--- src/rtl/grade_judge_if.sv ---
// rtl/grade_judge_if.sv - Bundled song/key inputs and scoring outputs of the grade judge
//
// Purpose : groups the sequencer/keyboard-side controls and the display-side
//           results of grade_judge into one bus. The song side (master) drives
//           start/song_end/exp_valid/expected/played; the judge (slave) returns
//           busy, window state, per-window pulses, counters and the final grade.
// Ports   : start, song_end, exp_valid   - 1-cycle control pulses
//           expected, played              - NOTE_W key vectors
//           busy, win_open                - judge status
//           hit_pulse, miss_pulse         - one pulse per scored window
//           hit_cnt, miss_cnt             - CNT_W saturating counters
//           grade, grade_valid            - 7-seg grade code and its qualifier

interface grade_judge_if #(
    parameter int NOTE_W = 10,
    parameter int CNT_W  = 8
);
    logic              start;
    logic              song_end;
    logic              exp_valid;
    logic [NOTE_W-1:0] expected;
    logic [NOTE_W-1:0] played;
    logic              busy;
    logic              win_open;
    logic              hit_pulse;
    logic              miss_pulse;
    logic [CNT_W-1:0]  hit_cnt;
    logic [CNT_W-1:0]  miss_cnt;
    logic [5:0]        grade;
    logic              grade_valid;

    modport master (
        output start, song_end, exp_valid, expected, played,
        input  busy, win_open, hit_pulse, miss_pulse, hit_cnt, miss_cnt, grade, grade_valid
    );

    modport slave (
        input  start, song_end, exp_valid, expected, played,
        output busy, win_open, hit_pulse, miss_pulse, hit_cnt, miss_cnt, grade, grade_valid
    );
endinterface

--- src/rtl/grade_judge.sv ---
// rtl/grade_judge.sv - Per-note hit/miss judgement and end-of-song grading
//
// Purpose : every expected note opens a WIN_CYC-cycle judgement window that is
//           scored hit or miss against the live key vector. Rest notes (all-zero
//           expected) score hit only if no key was pressed during the window.
//           At song end the hit ratio is graded S/A/B/C/D against the
//           programmable percentage thresholds without any division.
// Ports   : clk  - system clock
//           rst  - asynchronous reset, active-low
//           bus  - grade_judge_if slave: controls/keys in, status/results out

module grade_judge #(
    parameter int NOTE_W  = 10,
    parameter int WIN_CYC = 100000,
    parameter int CNT_W   = 8,
    parameter int S_PCT   = 95,
    parameter int A_PCT   = 85,
    parameter int B_PCT   = 70,
    parameter int C_PCT   = 50
) (
    input  logic clk,
    input  logic rst,
    grade_judge_if.slave bus
);

    localparam int TMR_W  = (WIN_CYC > 1) ? $clog2(WIN_CYC) : 1;
    localparam int TOT_W  = CNT_W + 1;
    localparam int PROD_W = CNT_W + 8;

    localparam logic [TMR_W-1:0] TMR_LAST = TMR_W'(WIN_CYC - 1);
    localparam logic [CNT_W-1:0] CNT_MAX  = '1;

    localparam logic [1:0] ST_IDLE  = 2'd0;
    localparam logic [1:0] ST_JUDGE = 2'd1;
    localparam logic [1:0] ST_GRADE = 2'd2;
    localparam logic [1:0] ST_DONE  = 2'd3;

    localparam logic [5:0] GR_S = 6'b010010;
    localparam logic [5:0] GR_A = 6'b000000;
    localparam logic [5:0] GR_B = 6'b000001;
    localparam logic [5:0] GR_C = 6'b000010;
    localparam logic [5:0] GR_D = 6'b000011;

    logic [1:0]        state_q, state_d;
    logic              win_open_q, win_open_d;
    logic [NOTE_W-1:0] exp_q, exp_d;
    logic              seen_q, seen_d;
    logic [TMR_W-1:0]  timer_q, timer_d;
    logic              hit_pulse_q, hit_pulse_d;
    logic              miss_pulse_q, miss_pulse_d;
    logic [CNT_W-1:0]  hit_cnt_q, hit_cnt_d;
    logic [CNT_W-1:0]  miss_cnt_q, miss_cnt_d;
    logic [5:0]        grade_q, grade_d;
    logic              grade_valid_q, grade_valid_d;

    // ------------------------------------------------------------------
    // Window scoring terms, meaningful only while win_open_q is set
    // ------------------------------------------------------------------
    logic is_rest;
    logic key_match;
    logic dirty;
    logic win_expire;
    logic force_close;
    logic score_now;
    logic score_hit;

    assign is_rest    = (exp_q == '0);
    // A rest never "matches": an idle keyboard equals the all-zero vector.
    assign key_match  = !is_rest && (bus.played == exp_q);
    // Includes the current sample so a rest closed this cycle sees it.
    assign dirty      = seen_q || (bus.played != '0);
    assign win_expire = (timer_q == TMR_LAST);
    // A new note or the song end closes the running window as if expired.
    assign force_close = bus.exp_valid || bus.song_end;
    assign score_now  = key_match || win_expire || force_close;
    // Match wins over a simultaneous expiry or forced close.
    assign score_hit  = is_rest ? !dirty : key_match;

    // ------------------------------------------------------------------
    // Grade evaluation: hit*100 >= total*PCT, checked from S down to C
    // ------------------------------------------------------------------
    logic [TOT_W-1:0]  total;
    logic [PROD_W-1:0] hit_x100;
    logic [PROD_W-1:0] need_s;
    logic [PROD_W-1:0] need_a;
    logic [PROD_W-1:0] need_b;
    logic [PROD_W-1:0] need_c;
    logic [5:0]        grade_calc;

    assign total    = TOT_W'(hit_cnt_q) + TOT_W'(miss_cnt_q);
    assign hit_x100 = PROD_W'(hit_cnt_q) * PROD_W'(100);
    assign need_s   = PROD_W'(total) * PROD_W'(S_PCT);
    assign need_a   = PROD_W'(total) * PROD_W'(A_PCT);
    assign need_b   = PROD_W'(total) * PROD_W'(B_PCT);
    assign need_c   = PROD_W'(total) * PROD_W'(C_PCT);

    always_comb begin
        grade_calc = GR_D;
        if (total == '0) begin
            grade_calc = GR_D;
        end else if (hit_x100 >= need_s) begin
            grade_calc = GR_S;
        end else if (hit_x100 >= need_a) begin
            grade_calc = GR_A;
        end else if (hit_x100 >= need_b) begin
            grade_calc = GR_B;
        end else if (hit_x100 >= need_c) begin
            grade_calc = GR_C;
        end
    end

    // ------------------------------------------------------------------
    // Next-state logic
    // ------------------------------------------------------------------
    always_comb begin
        state_d       = state_q;
        win_open_d    = win_open_q;
        exp_d         = exp_q;
        seen_d        = seen_q;
        timer_d       = timer_q;
        hit_pulse_d   = 1'b0;
        miss_pulse_d  = 1'b0;
        hit_cnt_d     = hit_cnt_q;
        miss_cnt_d    = miss_cnt_q;
        grade_d       = grade_q;
        grade_valid_d = grade_valid_q;

        if (bus.start) begin
            // Start overrides everything, including a song_end in the same
            // cycle; an open window is dropped without a score.
            state_d       = ST_JUDGE;
            win_open_d    = 1'b0;
            seen_d        = 1'b0;
            timer_d       = '0;
            hit_cnt_d     = '0;
            miss_cnt_d    = '0;
            grade_valid_d = 1'b0;
        end else begin
            case (state_q)
                ST_IDLE: begin
                    state_d = ST_IDLE;
                end

                ST_JUDGE: begin
                    if (win_open_q) begin
                        if (score_now) begin
                            win_open_d = 1'b0;
                            if (score_hit) begin
                                hit_pulse_d = 1'b1;
                                if (hit_cnt_q != CNT_MAX) begin
                                    hit_cnt_d = hit_cnt_q + CNT_W'(1);
                                end
                            end else begin
                                miss_pulse_d = 1'b1;
                                if (miss_cnt_q != CNT_MAX) begin
                                    miss_cnt_d = miss_cnt_q + CNT_W'(1);
                                end
                            end
                        end else begin
                            timer_d = timer_q + TMR_W'(1);
                            seen_d  = dirty;
                        end
                    end

                    if (bus.song_end) begin
                        state_d = ST_GRADE;
                    end else if (bus.exp_valid) begin
                        // Opens on the same edge that scored the old window.
                        win_open_d = 1'b1;
                        exp_d      = bus.expected;
                        timer_d    = '0;
                        seen_d     = 1'b0;
                    end
                end

                ST_GRADE: begin
                    state_d       = ST_DONE;
                    grade_d       = grade_calc;
                    grade_valid_d = 1'b1;
                end

                ST_DONE: begin
                    state_d = ST_DONE;
                end

                default: begin
                    state_d = ST_IDLE;
                end
            endcase
        end
    end

    // ------------------------------------------------------------------
    // State registers
    // ------------------------------------------------------------------
    always_ff @(posedge clk or negedge rst) begin
        if (!rst) begin
            state_q       <= ST_IDLE;
            win_open_q    <= 1'b0;
            exp_q         <= '0;
            seen_q        <= 1'b0;
            timer_q       <= '0;
            hit_pulse_q   <= 1'b0;
            miss_pulse_q  <= 1'b0;
            hit_cnt_q     <= '0;
            miss_cnt_q    <= '0;
            grade_q       <= 6'b000000;
            grade_valid_q <= 1'b0;
        end else begin
            state_q       <= state_d;
            win_open_q    <= win_open_d;
            exp_q         <= exp_d;
            seen_q        <= seen_d;
            timer_q       <= timer_d;
            hit_pulse_q   <= hit_pulse_d;
            miss_pulse_q  <= miss_pulse_d;
            hit_cnt_q     <= hit_cnt_d;
            miss_cnt_q    <= miss_cnt_d;
            grade_q       <= grade_d;
            grade_valid_q <= grade_valid_d;
        end
    end

    // ------------------------------------------------------------------
    // Outputs
    // ------------------------------------------------------------------
    assign bus.busy        = (state_q == ST_JUDGE);
    assign bus.win_open    = win_open_q;
    assign bus.hit_pulse   = hit_pulse_q;
    assign bus.miss_pulse  = miss_pulse_q;
    assign bus.hit_cnt     = hit_cnt_q;
    assign bus.miss_cnt    = miss_cnt_q;
    assign bus.grade       = grade_q;
    assign bus.grade_valid = grade_valid_q;

endmodule

--- src/flat_wrapper.sv ---
// flat-port wrapper written by rule: the top's interface ports become plain ports
module grade_judge_flat 
#(
    parameter int NOTE_W  = 10,
    parameter int WIN_CYC = 100000,
    parameter int CNT_W   = 8,
    parameter int S_PCT   = 95,
    parameter int A_PCT   = 85,
    parameter int B_PCT   = 70,
    parameter int C_PCT   = 50
)
  (clk, rst, bus_start, bus_song_end, bus_exp_valid, bus_expected, bus_played, bus_busy, bus_win_open, bus_hit_pulse, bus_miss_pulse, bus_hit_cnt, bus_miss_cnt, bus_grade, bus_grade_valid);
  grade_judge_if #(.NOTE_W(NOTE_W), .CNT_W(CNT_W)) bus_i ();
  input  logic clk;
  input  logic rst;
  input wire logic [$bits(bus_i.start)-1:0] bus_start;
  input wire logic [$bits(bus_i.song_end)-1:0] bus_song_end;
  input wire logic [$bits(bus_i.exp_valid)-1:0] bus_exp_valid;
  input wire logic [$bits(bus_i.expected)-1:0] bus_expected;
  input wire logic [$bits(bus_i.played)-1:0] bus_played;
  output wire logic [$bits(bus_i.busy)-1:0] bus_busy;
  output wire logic [$bits(bus_i.win_open)-1:0] bus_win_open;
  output wire logic [$bits(bus_i.hit_pulse)-1:0] bus_hit_pulse;
  output wire logic [$bits(bus_i.miss_pulse)-1:0] bus_miss_pulse;
  output wire logic [$bits(bus_i.hit_cnt)-1:0] bus_hit_cnt;
  output wire logic [$bits(bus_i.miss_cnt)-1:0] bus_miss_cnt;
  output wire logic [$bits(bus_i.grade)-1:0] bus_grade;
  output wire logic [$bits(bus_i.grade_valid)-1:0] bus_grade_valid;
  assign bus_i.start = bus_start;
  assign bus_i.song_end = bus_song_end;
  assign bus_i.exp_valid = bus_exp_valid;
  assign bus_i.expected = bus_expected;
  assign bus_i.played = bus_played;
  assign bus_busy = bus_i.busy;
  assign bus_win_open = bus_i.win_open;
  assign bus_hit_pulse = bus_i.hit_pulse;
  assign bus_miss_pulse = bus_i.miss_pulse;
  assign bus_hit_cnt = bus_i.hit_cnt;
  assign bus_miss_cnt = bus_i.miss_cnt;
  assign bus_grade = bus_i.grade;
  assign bus_grade_valid = bus_i.grade_valid;
  grade_judge #(.NOTE_W(NOTE_W), .WIN_CYC(WIN_CYC), .CNT_W(CNT_W), .S_PCT(S_PCT), .A_PCT(A_PCT), .B_PCT(B_PCT), .C_PCT(C_PCT)) u_core (.clk(clk), .rst(rst), .bus(bus_i));
endmodule
--- config.mk ---
export PLATFORM = sky130hd
export DESIGN_NAME = grade_judge_flat
export DESIGN_NICKNAME = d
export VERILOG_FILES = /design/src/rtl/grade_judge_if.sv /design/src/rtl/grade_judge.sv /design/src/flat_wrapper.sv
export SDC_FILE = /design/constraint.sdc
export NUM_CORES = 1
export LEC_CHECK = 0
export ABC_AREA = 1
export CAP_MARGIN = 10
export CORE_AREA = 2 2 136 138
export CTS_CLUSTER_DIAMETER = 80
export CTS_CLUSTER_SIZE = 8
export DETAILED_ROUTE_END_ITERATION = 6
export DIE_AREA = 0 0 138 140
export GPL_ROUTABILITY_DRIVEN = 1
export GPL_TIMING_DRIVEN = 0
export PLACE_DENSITY_LB_ADDON = 0.12
export SLEW_MARGIN = 10
export SYNTH_ARGS = -nofsm -noshare
export SYNTH_HDL_FRONTEND = slang
export SYNTH_SLANG_ARGS = --single-unit
export TNS_END_PERCENT = 20
--- constraint.sdc ---
create_clock -name clk -period 8.8 [get_ports clk]
set_input_delay 1.32 -clock clk [delete_from_list [all_inputs] [get_ports clk]]
set_output_delay 1.32 -clock clk [all_outputs]
set_load 0.02 [all_outputs]
# Word-level counts from Yosys, hierarchy flattened
# Cells that the tools add are included.
# classes
n_eq_ne,9
muxes,51
addsub,4
magnitude_cmp,4
n_reduce_logical,23
n_bitwise,2
mul,5
# op_table
operator,n
$mux 17,6
$mux 8,12
$ge 15x16->1,3
$mul 9x7->16 const B,2
$mux 1,26
$mux 6,4
$add 17x1->17 const B,1
$eq 17x17->1 const B,1
$add 8x1->8 const B,2
$ne 8x8->1 const B,2
$ge 15x15->1,1
$mul 9x6->15 const B,1
$mul 9x5->14 const B,1
$reduce_bool 2->1,7
$mul 8x5->13 const B,1
$eq 10x10->1,1
$logic_not 10->1,1
$reduce_and 5->1,2
$reduce_bool 10->1,1
$add 8x8->9,1
$logic_not 9->1,1
$pmux 2 s3,1
$eq 2x2->1 const B,2
$logic_or 1x1->1,4
other kinds (11),14
# word_totals
in_bits,25
regBits,56
word_cells,109
output_inout_bits,27

# Depth between registers and ports, before layout
# logic_depth
depth_word,11
ltp_mapped,35
depth_no_buf,35

# Worst setup path before layout
# No wires, ideal clock.
# synth_timing
kind,register to register
start,register u_core.hit_cnt_q[2] (netlist: u_core.bus.hit_cnt[2])
end,register u_core.grade_q[0] (netlist: u_core.bus.grade[0])
stages_incl_launch_ff,34
arrival_ps,6369
synth_period_minus_slack_ps,6447
setup_ps,77
required_ps,8723
n_path_buf,0
setup_slack_ps,2353
cell_sequence,dfrtp_1 -> ha_1 -> nand3_1 -> nand2_1 -> a21oi_1 -> o21ai_0 -> xor2_1 -> inv_1 -> fa_1 -> inv_1 -> ha_1 -> fa_1 -> inv_1 -> fa_1 -> inv_1 -> ha_1 -> o21ai_0 -> o21ai_1 -> a31oi_1 -> xor2_1 -> ha_1 -> nand2_1 -> inv_1 -> nor3_1 -> nand2_1 -> nand2_1 -> nand2_1 -> nand2_1 -> nand2_1 -> nand2_1 -> nand2_1 -> inv_1 -> nand2_1 -> a21oi_1
# synth_via
elab_chain_cells,8
word_cells_on_any_way,16
cone_classes,1 x add/sub; 5 x mul; 4 x order compare; 5 x mux; 1 x reduce/logical
# synth_rtl
item,line_no,text
start: declaration,grade_judge.sv:51,"logic [CNT_W-1:0] hit_cnt_q, hit_cnt_d;"
start signal: assignment,grade_judge.sv:217,hit_cnt_q <= hit_cnt_d;
$add 8x8->9,grade_judge.sv:90,assign total = TOT_W'(hit_cnt_q) + TOT_W'(miss_cnt_q);
$mul 9x5->14,grade_judge.sv:95,assign need_c = PROD_W'(total) * PROD_W'(C_PCT);
$ge 15x15->1,grade_judge.sv:107,end else if (hit_x100 >= need_c) begin
$mux 1,grade_judge.sv:107,
$mux 6,grade_judge.sv:105,end else if (hit_x100 >= need_b) begin
$mux 6,grade_judge.sv:103,end else if (hit_x100 >= need_a) begin
$mux 6,grade_judge.sv:101,end else if (hit_x100 >= need_s) begin
$mux 6 (*),grade_judge.sv:99,if (total == '0) begin
end signal: assignment,grade_judge.sv:219,grade_q <= grade_d;
end: declaration,grade_judge.sv:53,"logic [5:0] grade_q, grade_d;"
# Every way passes the cells marked *; elsewhere a longest branch is shown, timed or not.
# A chain may end at the register's enable or synchronous reset.

# Final worst setup path
# layout_timing
start,register u_core.hit_cnt_q[0] (netlist: u_core.bus.hit_cnt[0])
end,register u_core.grade_q[0] (netlist: u_core.bus.grade[0])
# Same word-level chain as after synthesis.

==> run summary <==
Final Skew - 0.00792 ns
Max-Cap Viols - 0
Hold Worst Slack - 0.496 ns
worst vdd ir - 0.105 mV
CTS resizes - 0
# H-tree levels - 2
Clock Latency Late Sink - 0.30 ns
final WL - 21.4 mm
Final Cell Area - 0.0102 mm²
Die Y-Extent - 140 µm
fillcell total - 1676
core area - 0.0178 mm²
Hold Buf Count CTS - 0
clock buffer depth - 2
crit path DAT - 7.54 ns
CTS Sinks - 53
Antenna diodes - 0
Most used DFF post-synth - dfrtp_1
Syn-to-layout area delta - 10.3%
Slew headroom - 18.7%
Mapped Area - 0.00926 mm²
Fin Setup TNS - 0 ns
Worst Slack Setup Final - 1.48 ns
Pleak - 5.64 nW
CTS tree - done
WP data required - 9.03 ns
final core utilization - 57.4%
Placer Congestion - 0.871
area leader, netlist - ha_1
crit end category - flop
status - finished, final reports clean
met3 usage - 2.12%
Slew @ Worst Pin - 1.22 ns
DRT Pass-1 Iters - 5
Hold Path Class - flop to flop
first-pass GRT wire length - 37.0 mm
number of global-route vias before repair - 7517
Seq/Total Area, Yosys - 14.3%
Pwr per Cell Area - 78.9 mW/mm²
hpwl dp - 17.6 mm
Mapped Avg Cell Area - 7.81 µm²
# IOs - 52
met2 Use GR - 40.5%
DR vias/cell - 5.27
PortBufs - 48
met1 usage - 30.8%
worst-path fanout max - 12
initial antenna violation count - 0
max-slew violations - 0
CP max stage cell - xor2_1
Final Non-Filler Cells - 1475
DR iter-0 viols - 396
FP Rows - 49
Post-synth EDFFs - 0
die area - 0.0193 mm²
CTS clk-pin slew, worst paths - 0.07 ns
post-placement setup slack - 1.51 ns
Final Cycle Share - 83.1%
Via Count - 7776
largest net degree at the start of global routing - 36
Async S/R FF share, synth - 100%
yosys warns - 0
layout cells sized above 1 - 6.58%
GR Util All Layers - 23.1%
Final ANT Viol Nets - 0
Unique masters post-synth - 55
cells taking the most area after synthesis - ha_1, dfrtp_1, fa_1
crit path kind - flop to flop
Hold Vio Cnt, Final - 0
leading cell types by count after synthesis - nand2_1, inv_1, ha_1
placed cells - 1467
per-cell routed wire length - 14.5 µm
Most common cell on crit path - nand2_1
Yosys top cell area share - 27.2%
Initial Util - 52.1%
top-count cell post-synth - nand2_1
Tot Pwr - 805 µW
Mapped Cells - 1186
# Post-CTS Setup Buffers - 0
gr busiest metal - met2
Clock Tree Root - clkbuf_16
Final min period - 7.32 ns
total gr overflow - 0
post-synthesis register bit count - 53
instance area at placement - 0.0101 mm²
Die W - 138 µm
max incr delay on CP - 0.93 ns
NumNets Final - 1518
RSZ-0062 raised after global routing - no
launching element type of the critical path - flop
FMAX - 0.137 GHz
DRC errors left - 0
endpoints failing setup - 0
Num CTS Buffers - 5
[registers in the layout, indices dropped and copies added (netlist names)]
signal	cells
u_core.bus.grade	3
u_core.bus.grade_valid	1
u_core.bus.hit_cnt	8
u_core.bus.hit_pulse	1
u_core.bus.miss_cnt	8
u_core.bus.miss_pulse	1
u_core.bus.win_open	1
u_core.exp_q	10
u_core.seen_q	1
u_core.state_q	2
u_core.timer_q	17
[report_power, final]
part	total, mW	leakage, nW	internal [mW]	switching (mW)
clock	0.197	0.0641	0.106	0.0910
combinational	0.321	4.88	0.131	0.190
sequential	0.287	0.699	0.266	0.0210
[path summary, 6_finish.rpt]
path	start	endpoint	slack, ns	cells past startpoint
worst max-delay path	u_core.bus.hit_cnt[0]$_DFFE_PN0P_	u_core.bus.grade[0]$_DFFE_PN0P_	1.48	31
worst min-delay path	u_core.bus.grade_valid$_DFFE_PN0P_	u_core.bus.grade_valid$_DFFE_PN0P_	0.50	2
worst max register to register	u_core.bus.hit_cnt[0]$_DFFE_PN0P_	u_core.bus.grade[0]$_DFFE_PN0P_	1.48	31
worst min register to register	u_core.bus.grade_valid$_DFFE_PN0P_	u_core.bus.grade_valid$_DFFE_PN0P_	0.50	2
max in group asynchronous	rst	u_core.timer_q[7]$_DFFE_PN0P_	7.29	2
min in group asynchronous	rst	u_core.bus.miss_cnt[5]$_DFFE_PN0P_	0.96	1
[layout by cell type (no fill, tap or decap), drive strengths merged, types with 48 or more instances in the layout]
| master | n |
|---|---|
| inv | 213 |
| o21ai | 57 |
| ha | 201 |
| nor2 | 62 |
| xor2 | 48 |
| nand2 | 226 |
| dfrtp | 53 |
| nand3 | 61 |
| a21oi | 84 |
[worst max-delay path, delay by kind of cell, from the launching register on]
family,cells,cell delay [ns]
and+or+nand+nor,10,0.64
adders and majority gates,8,3.21
AOI/OAI and AO/OA,5,1.13
buffers and inverters,6,0.54
DFF,1,0.58
xor gates and xnor gates,2,1.11
[metal layers]
metal | vias to the layer above | routed length (µm)
met2 | 146 | 10300
met4 | 0 | 390
met3 | 22 | 789
met1 | 3584 | 9980
li1 | 4024 | -
met5 | - | 0
[kinds of logic after synthesis]
logic type / after synthesis / synth area share [%]
AOI/OAI and AO/OA: 177 / 11.3
xor gates and xnor gates: 70 / 6.62
adders and majority gates: 248 / 37.3
buffers and inverters: 224 / 9.31
DFF: 53 / 14.3
muxes: 6 / 0.730
other: 1 / 0.0405
and+or+nand+nor: 407 / 20.3
[final cells by class]
class                           instances  area (µm²)  share of cell area [%]
Buffer                                 10        58.8                   0.576
Clock buffer                            7         133                    1.30
Clock inverter                          1        7.51                  0.0735
Inverter                              214         803                    7.87
Multi-Input combinational cell        911        7090                    69.4
Sequential cell                        53        1330                    13.0
Tap cell                              229         287                    2.81
Timing Repair Buffer                   50         507                    4.96
Power figures use the tool's default switching activity.
